==> src/rtl/ad9915_spi_responder.sv <==
// ---------------------------------------------------------------------------
// ad9915_spi_responder
//
// Device-side emulation of the AD9915 DDS serial register interface. A
// controller drives SClk / nCS / SDIO (plus SyncIO and IO_Update); this block
// decodes write frames into a shadow register bank, copies shadow to active
// on IO_Update, and answers read frames by driving SDIO back.
//
// Ports
//   ipClk, ipReset          system clock (oversamples the bus), async reset
//   ipSClk, ipnCS, ipSDIO   serial bus from the controller
//   opSDIO, opSDIO_En       read data and its output enable
//   ipSyncIO                serial-port reset (aborts frame, not counted)
//   ipIO_Update             rising edge: active bank <= shadow bank
//   ipRdAddr / opRdData     local read port into the active bank (1 cycle)
//   opWrValid/Addr/Data     one pulse per completed in-range write word
//   opUpdatePulse           one pulse when the active bank loads
//   opAbortCount            saturating count of nCS-aborted frames
// ---------------------------------------------------------------------------
module ad9915_spi_responder #(
    parameter int  NUM_REGS    = 16,
    parameter int  SYNC_STAGES = 2,
    localparam int AW          = (NUM_REGS > 1) ? $clog2(NUM_REGS) : 1
) (
    input  logic          ipClk,
    input  logic          ipReset,
    input  logic          ipSClk,
    input  logic          ipnCS,
    input  logic          ipSDIO,
    output logic          opSDIO,
    output logic          opSDIO_En,
    input  logic          ipSyncIO,
    input  logic          ipIO_Update,
    input  logic [AW-1:0] ipRdAddr,
    output logic [31:0]   opRdData,
    output logic          opWrValid,
    output logic [6:0]    opWrAddr,
    output logic [31:0]   opWrData,
    output logic          opUpdatePulse,
    output logic [7:0]    opAbortCount
);

    localparam logic [2:0] ST_IDLE  = 3'd0;
    localparam logic [2:0] ST_INSTR = 3'd1;
    localparam logic [2:0] ST_WDATA = 3'd2;
    localparam logic [2:0] ST_RDATA = 3'd3;
    localparam logic [2:0] ST_DONE  = 3'd4;

    // Synchroniser bit order: {IO_Update, SyncIO, SDIO, nCS, SClk}.
    // nCS resets high so leaving reset never looks like a frame start.
    localparam logic [4:0] SYNC_RST   = 5'b00010;
    localparam logic [7:0] NUM_REGS_L = 8'(NUM_REGS);

    logic [SYNC_STAGES-1:0][4:0] sync_q;
    logic [4:0]                  in_s;
    logic [2:0]                  prev_q;   // {IO_Update, nCS, SClk}

    always_ff @(posedge ipClk or posedge ipReset) begin
        if (ipReset) begin
            sync_q <= {SYNC_STAGES{SYNC_RST}};
            prev_q <= 3'b010;
        end else begin
            sync_q <= {sync_q[SYNC_STAGES-2:0], {ipIO_Update, ipSyncIO, ipSDIO, ipnCS, ipSClk}};
            prev_q <= {in_s[4], in_s[1], in_s[0]};
        end
    end

    assign in_s = sync_q[SYNC_STAGES-1];

    logic sclk_rise, sclk_fall, ncs_fall, ncs_rise, upd_rise, sdio_s, sync_s;
    assign sclk_rise = in_s[0] & ~prev_q[0];
    assign sclk_fall = ~in_s[0] & prev_q[0];
    assign ncs_rise  = in_s[1] & ~prev_q[1];
    assign ncs_fall  = ~in_s[1] & prev_q[1];
    assign sdio_s    = in_s[2];
    assign sync_s    = in_s[3];
    assign upd_rise  = in_s[4] & ~prev_q[2];

    // Frame state
    logic [2:0]  state_q, state_d;
    logic [4:0]  cnt_q, cnt_d;
    logic [6:0]  instr_q, instr_d;     // shifting instruction, then address
    logic [31:0] shift_q, shift_d;
    logic        sdio_q, sdio_d, en_q, en_d;
    logic        wr_valid_q, wr_valid_d, upd_q;
    logic [6:0]  wr_addr_q, wr_addr_d;
    logic [31:0] wr_data_q, wr_data_d, rd_data_q;
    logic [7:0]  abort_q, abort_d;

    // Register bank
    logic [31:0] active_w [NUM_REGS];
    logic        wr_en;
    logic [31:0] wr_word;

    assign wr_word = {shift_q[30:0], sdio_s};

    genvar gi;
    generate
        for (gi = 0; gi < NUM_REGS; gi++) begin : g_reg
            logic [31:0] shadow_q, active_q, shadow_nx;
            // Active loads from the post-write shadow so a write finishing
            // in the IO_Update cycle is included in the copy.
            assign shadow_nx = (wr_en && instr_q[AW-1:0] == AW'(gi)) ? wr_word : shadow_q;
            always_ff @(posedge ipClk or posedge ipReset) begin
                if (ipReset) begin
                    shadow_q <= '0;
                    active_q <= '0;
                end else begin
                    shadow_q <= shadow_nx;
                    if (upd_rise) active_q <= shadow_nx;
                end
            end
            assign active_w[gi] = active_q;
        end
    endgenerate

    // At the 8th instruction edge the address is the 6 stored bits + live bit.
    logic [6:0]  addr_nx;
    logic [31:0] rd_word;
    logic        wr_in_range;
    assign addr_nx     = {instr_q[5:0], sdio_s};
    assign rd_word     = ({1'b0, addr_nx} < NUM_REGS_L) ? active_w[addr_nx[AW-1:0]] : 32'd0;
    assign wr_in_range = ({1'b0, instr_q} < NUM_REGS_L);

    always_comb begin
        state_d    = state_q;
        cnt_d      = cnt_q;
        instr_d    = instr_q;
        shift_d    = shift_q;
        sdio_d     = sdio_q;
        en_d       = en_q;
        wr_valid_d = 1'b0;
        wr_addr_d  = wr_addr_q;
        wr_data_d  = wr_data_q;
        abort_d    = abort_q;
        wr_en      = 1'b0;
        if (sync_s) begin
            state_d = ST_IDLE;
            en_d    = 1'b0;
            sdio_d  = 1'b0;
            cnt_d   = '0;
        end else if (ncs_rise && (state_q == ST_INSTR || state_q == ST_WDATA || state_q == ST_RDATA)) begin
            state_d = ST_IDLE;
            en_d    = 1'b0;
            sdio_d  = 1'b0;
            cnt_d   = '0;
            if (abort_q != 8'hFF) abort_d = abort_q + 8'd1;
        end else begin
            case (state_q)
                ST_IDLE: begin
                    if (ncs_fall) begin
                        state_d = ST_INSTR;
                        cnt_d   = '0;
                    end
                end
                ST_INSTR: begin
                    if (sclk_rise) begin
                        instr_d = {instr_q[5:0], sdio_s};
                        cnt_d   = cnt_q + 5'd1;
                        if (cnt_q == 5'd7) begin
                            cnt_d = '0;
                            if (instr_q[6]) begin
                                state_d = ST_RDATA;
                                shift_d = rd_word;
                                sdio_d  = rd_word[31];
                                en_d    = 1'b1;
                            end else begin
                                state_d = ST_WDATA;
                            end
                        end
                    end
                end
                ST_WDATA: begin
                    if (sclk_rise) begin
                        shift_d = wr_word;
                        cnt_d   = cnt_q + 5'd1;
                        if (cnt_q == 5'd31) begin
                            state_d = ST_DONE;
                            if (wr_in_range) begin
                                wr_en      = 1'b1;
                                wr_valid_d = 1'b1;
                                wr_addr_d  = instr_q;
                                wr_data_d  = wr_word;
                            end
                        end
                    end
                end
                ST_RDATA: begin
                    if (sclk_rise) begin
                        cnt_d = cnt_q + 5'd1;
                        if (cnt_q == 5'd31) begin
                            state_d = ST_DONE;
                            en_d    = 1'b0;
                            sdio_d  = 1'b0;
                        end
                    end else if (sclk_fall && cnt_q != 5'd0) begin
                        // Bit 31 is already on the line from entry; only falls
                        // after a data rising edge advance to the next bit.
                        shift_d = {shift_q[30:0], 1'b0};
                        sdio_d  = shift_q[30];
                    end
                end
                ST_DONE: begin
                    if (ncs_rise) state_d = ST_IDLE;
                end
                default: state_d = ST_IDLE;
            endcase
        end
    end

    always_ff @(posedge ipClk or posedge ipReset) begin
        if (ipReset) begin
            state_q    <= ST_IDLE;
            cnt_q      <= '0;
            instr_q    <= '0;
            shift_q    <= '0;
            sdio_q     <= 1'b0;
            en_q       <= 1'b0;
            wr_valid_q <= 1'b0;
            wr_addr_q  <= '0;
            wr_data_q  <= '0;
            abort_q    <= '0;
            upd_q      <= 1'b0;
            rd_data_q  <= '0;
        end else begin
            state_q    <= state_d;
            cnt_q      <= cnt_d;
            instr_q    <= instr_d;
            shift_q    <= shift_d;
            sdio_q     <= sdio_d;
            en_q       <= en_d;
            wr_valid_q <= wr_valid_d;
            wr_addr_q  <= wr_addr_d;
            wr_data_q  <= wr_data_d;
            abort_q    <= abort_d;
            upd_q      <= upd_rise;
            rd_data_q  <= (8'(ipRdAddr) < NUM_REGS_L) ? active_w[ipRdAddr] : 32'd0;
        end
    end

    assign opSDIO        = sdio_q;
    assign opSDIO_En     = en_q;
    assign opRdData      = rd_data_q;
    assign opWrValid     = wr_valid_q;
    assign opWrAddr      = wr_addr_q;
    assign opWrData      = wr_data_q;
    assign opUpdatePulse = upd_q;
    assign opAbortCount  = abort_q;

endmodule

==> config.mk <==
export PLATFORM = sky130hd
export DESIGN_NAME = ad9915_spi_responder
export DESIGN_NICKNAME = d
export VERILOG_FILES = /design/src/rtl/ad9915_spi_responder.sv
export SDC_FILE = /design/constraint.sdc
export NUM_CORES = 2
export LEC_CHECK = 0
export ABC_AREA = 1
export BUFFER_PORTS_ARGS = -buffer_cell sky130_fd_sc_hd__buf_2
export CORE_MARGIN = 8
export CORE_UTILIZATION = 28
export DETAILED_ROUTE_END_ITERATION = 7
export GPL_ROUTABILITY_DRIVEN = 0
export PLACE_DENSITY_LB_ADDON = 0.3
export SLEW_MARGIN = 0
export SYNTH_ARGS = -nofsm -noshare
export SYNTH_HDL_FRONTEND = slang
export SYNTH_SLANG_ARGS = --single-unit
==> constraint.sdc <==
create_clock -name ipClk -period 49.2 [get_ports ipClk]
set_input_delay 9.84 -clock ipClk [delete_from_list [all_inputs] [get_ports ipClk]]
set_output_delay 9.84 -clock ipClk [all_outputs]
set_load 0.01 [all_outputs]
* Word level (Yosys, flattened, before mapping)
Index checks and enable logic that the tools add are counted.
** Storage, ports and cells
- Output and inout port bits :: 83
- Word-level logic and storage cells :: 210
- Flip-flop bits (word level) :: 1166
- Input port bits :: 11
** Cells by class
- Magnitude comparators :: 4
- Eq/ne operators :: 39
- Reductions and logical operators :: 35
- Muxes and demuxes :: 69
- Add/sub/neg operators :: 2
- Bitwise gates (word level) :: 14
** Operator list (number)
- 32-bit two-way mux :: 21
- 32-bit binary-select mux with 4-bit select :: 2
- 31-bit two-way mux :: 6
- 31-bit case mux with 3 select lines :: 1
- 4-bit equality test, second input constant :: 8
- 5-bit two-way mux :: 6
- 3-bit two-way mux :: 8
- 6-bit AND reduction :: 4
- 1-bit two-way mux :: 21
- 1-bit logical AND :: 18
- 4-bit by 3-bit equality test with 1-bit output, second input constant :: 4
- 5-bit case mux with 3 select lines :: 1
- 7-bit by 5-bit < comparator with 1-bit output, second input constant :: 2
- 4-bit by 3-bit inequality test with 1-bit output, second input constant :: 3
- 3-bit case mux with 4 select lines :: 1
- 5-bit greater-or-equal comparator, second input constant :: 2
- 5-bit by 3-bit inequality test with 1-bit output, second input constant :: 2
- 4-bit NOT with 5-bit output :: 2
- 5-bit nonzero test :: 2
- 9-bit AND reduction :: 1
- 8-bit by 1-bit adder with 8-bit output, second input constant :: 1
- 4-bit by 2-bit equality test with 1-bit output, second input constant :: 2
- 2-bit inequality test, second input constant :: 4
- 4-bit by 1-bit inequality test with 1-bit output, second input constant :: 2
- 22 further kinds :: 39

* Longest topological paths before layout
- Depth in word-level cells :: 11
- Gate-level depth with buffers :: 14
- Depth with buffers taken out :: 12

* Worst setup path after synthesis
OpenSTA, ideal clock, no wires.
- Kind :: input port to flip-flop
- Start point :: in ipRdAddr[0]
- End point :: reg rd_data_q[30] (netlist: opRdData[30])
- Stages :: 9
- Data required time :: 49076 ps
- Path slack :: 38065 ps
- Setup time :: 124 ps
- Arrival time :: 11011 ps
- Path buffers :: 3
- Cell sequence :: inv_1 > clkbuf_1 > clkbuf_1 > buf_2 > a21oi_1 > o21ai_0 > o211ai_1 > o211ai_1 > nand2_1
** Between the ends
- Cells in the longest elaborated chain, start to end :: 4
** Ends and longest elaborated chain
- from (decl) :: RTL line 34 : input logic [AW-1:0] ipRdAddr,
- 4-bit NOT with 5-bit output (implied by the code) :: RTL line 237 : rd_data_q <= (8'(ipRdAddr) < NUM_REGS_L) ? active_w[ipRdAddr] : 32'd0;
- 32-bit binary-select mux with 4-bit select :: RTL line 237
- 32-bit two-way mux (implied by the code) (2 in a row) :: RTL line 237
- to (signal assigned) :: RTL line 237
- to (decl) :: RTL line 87 : logic [31:0] wr_data_q, wr_data_d, rd_data_q;
No other way between the ends. The select of a mux whose other input is x is not followed.
A chain may end at the register's enable or synchronous reset.

==> flow_summary_export.csv <==
group,metric,value,unit
run_status,status,"complete, no violations",
place,dp_hpwl,116000,um
global_route,antenna_found_initial,12,
setup_path,critical_path.max_stage_delay,0.88,ns
timing,slew_viol_final,0,
power_and_ir_drop,power.density,38.5,mW/mm2
finish,syn_to_final_growth,11.8,%
floorplanning,io_pins,94,
logic_synthesis,yosysMostFrequentCell,"nand2_1",
logic_synthesis,synthCells,7872,
run,max_cap_viol_count,0,
power_and_ir_drop,power,0.00257,W
floorplanning,start_util,0.281,
clock_tree,insertion_delay,0.80,ns
logic_synthesis,seq_area_frac_synth,0.489,
setup_path,required,49.95,ns
timing,worst_slew_pin_slew,1.26,ns
detailed_routing,ant_nets,0,
floorplanning,die_h,478,um
clock_tree,numCtsBuffers,133,
floorplanning,placeableCoreArea,0.212,mm2
timing,hold_viol,0,
logic_synthesis,async_flop_share,1.00,
place,port-buffer-count,93,
logic_synthesis,synth_top_cell_area_share,0.488,
timing,period_share,0.250,
detailed_routing,dr.pass1.iters,6,
logic_synthesis,yosys_warnings,0,
logic_synthesis,yosysUniqueCellTypes,29,
floorplanning,die_x,478,um
clock_tree,clk_pin_slew,0.05,ns
clock_tree,htreeDepth,4,
clock_tree,post_cts_resized,0,
logic_synthesis,postSynthAreaPerCell,7.58,um2
detailed_routing,num_vias,53100,
global_route,grtUsageTotal,0.189,
timing,setup_ws,36.90,ns
logic_synthesis,synth-edff-count,0,
finish,layout-drive-gt1-share,0.0577,
setup_path,r2r_end,"g_reg[4].active_q[20]",
global_route,grt-ovfl-total,0,
logic_synthesis,yosysTopAreaCell,"dfrtp_1",
global_route,grt_max_degree,194,
setup_path,end_kind,"asynchronous set/reset pin",
setup_path,worstRegToRegCells,9,
logic_synthesis,syn_nets,7887,
clock_tree,cts.sinks,1166,
logic_synthesis,synth_ff_type,"dfrtp_1",
setup_path,cp_slowest_cell,"buf_4",
finish,finalNetCount,7619,
setup_path,cp_common_cell,"buf_4",
place,pre_cts_slack,35.89,ns
power_and_ir_drop,power_leakage,34.0,nW
min_path,min_delay_path_depth,0,
timing,fmax,81.3,MHz
setup_path,critPathArrivalTime,13.05,ns
logic_synthesis,syn_area,0.0596,mm2
timing,max_slew_margin,0.157,
logic_synthesis,synth_common_cells,"nand2_1 (2473), dfrtp_1 (1163), inv_1 (772), nand3_1 (704), nand4_1 (521)",
detailed_routing,wl,221000,um
power_and_ir_drop,vdd_drop_max,0.0392,mV
setup_path,reg2reg_slack,44.15,ns
detailed_routing,drt-vias-per-instance,5.04,
floorplanning,rows,169,
min_path,whs_endpoint,"in_s[3]",
timing,rsz0062_at_grt,"no",
min_path,hp-start,"sync_q[3]",
logic_synthesis,synth_area_leaders,"dfrtp_1 (49%), nand2_1 (16%), nand3_1 (5.9%), nand4_1 (5.5%), and2_1 (5.4%)",
setup_path,crit_path_cell_trace,"buf_2, inv_8, buf_4, buf_4, buf_4",
clock_tree,hold_buffers,0,
floorplanning,design.die.area,0.228,mm2
timing,setup_viol,0,
setup_path,rr_startpoint,"instr_q[2]",
min_path,hold_class,"register to register",
global_route,grt_pass1_vias,51900,
global_route,grt_pass1_wl,336000,um
logic_synthesis,synth-seq-cells,1166,
timing,fin_crit,12.30,ns
clock_tree,cts_max_path_buffers,3,
setup_path,crit_type,"input port to asynchronous set/reset pin",
detailed_routing,drc,0,
clock_tree,clock-root-buffer,"clkbuf_16",
clock_tree,cts_tree,"done",
setup_path,crit_fanout,95,
timing,fin_worst_skew,0.0280,ns
timing,tns,0,ns
setup_path,crit_path_start_kind,"input port",
detailed_routing,wl_per_cell,21.0,um
detailed_routing,drt_iter0_drc,4718,
clock_tree,cts_setup_buffers,0,
[logic make-up (layout without fill, tap and decap cells)]
kind of cell / count (synthesis) / in the layout / share of synthesized area
AO/OA/AOI/OAI: 751 / 751 / 0.0698
flip-flops: 1166 / 1166 / 0.489
adder cells (fa/ha/maj): 4 / 4 / 0.000839
other: 0 / 5 / 0
XOR/XNOR: 7 / 7 / 0.00103
AND/OR/NAND/NOR: 4544 / 4544 / 0.346
buffers and inverters: 1400 / 1237 / 0.0929
[cell usage in the layout, fill, tap and decap left out, types with 32 or more instances in the layout]
master / synthesis / final
dfrtp_1: 1163 / 1159
nand3_1: 704 / 700
and2_1: 512 / 512
buf_4: 18 / 86
clkinv_1: 34 / 32
o211ai_1: 158 / 158
o21ai_0: 371 / 371
nand2_1: 2473 / 2472
buf_2: 170 / 90
clkbuf_16: 0 / 138
a21oi_1: 219 / 219
nand4_1: 521 / 521
nor2_1: 310 / 308
inv_1: 772 / 765
[worst max-delay path, delay by kind of cell]
kind     cells  cell delay [ns]
buf+inv      5             2.93
[cell type report]
cell class              instances  area (um2)
fillers                     22500      145000
flip-flops and latches       1166       29200
multi-input cells            5306       25000
clock buffers                 197        3970
well taps                    2821        3530
inverters                     810        3080
repair buffers                187        1310
clock inverters                43         613
diodes                          5        12.5
[worst max-delay path by stage]
stage / from / slack [ns] / end
after floorplan: ipReset / 6.52 / cnt_q[0]
after global placement: ipReset / 35.96 / opWrAddr[4]
after detailed placement: ipReset / 35.89 / opWrAddr[4]
after CTS: ipReset / 36.75 / opWrAddr[5]
after global routing: ipReset / 36.36 / opWrData[16]
final: ipReset / 36.90 / opWrData[16]
[power breakdown]
group,total (W),switching [W],internal [W]
clock network,0.00106,0.000429,0.000628
logic,0.000509,0.000445,0.0000638
registers,0.00100,0.0000249,0.000980
[sequential cells by signal, summed over array words and instances, names as in the netlist, 5 cells and up]
name          count
g.active_q      512
g.shadow_q      512
opRdData         32
opWrData         32
shift_q          31
opAbortCount      8
instr_q           7
opWrAddr          7
cnt_q             5
in_s              5
sync_q            5
[layer usage]
layer / GRT usage / vias up / routed length, um
met2: 0.313 / 1800 / 103000
met3: 0.0291 / 452 / 13400
met1: 0.245 / 26100 / 94600
met4: 0.0783 / 4 / 10200
met5: 0 / - / 21
li1: - / 24700 / -
[stage by stage]
stage / hold slack [ns] / utilization / cell area, um2 / std cells
after global placement: 0.340 / 0.293 / 62100 / 10300
final: 0.347 / 0.315 / 66700 / 10500
after global routing: 0.363 / 0.315 / 66700 / 10500
after detailed placement: 0.340 / 0.293 / 62100 / 10300
after floorplan: 0.331 / - / 59600 / 7872
after CTS: 0.352 / 0.315 / 66700 / 10500
Note: power is estimated with default switching activity, not from simulation.
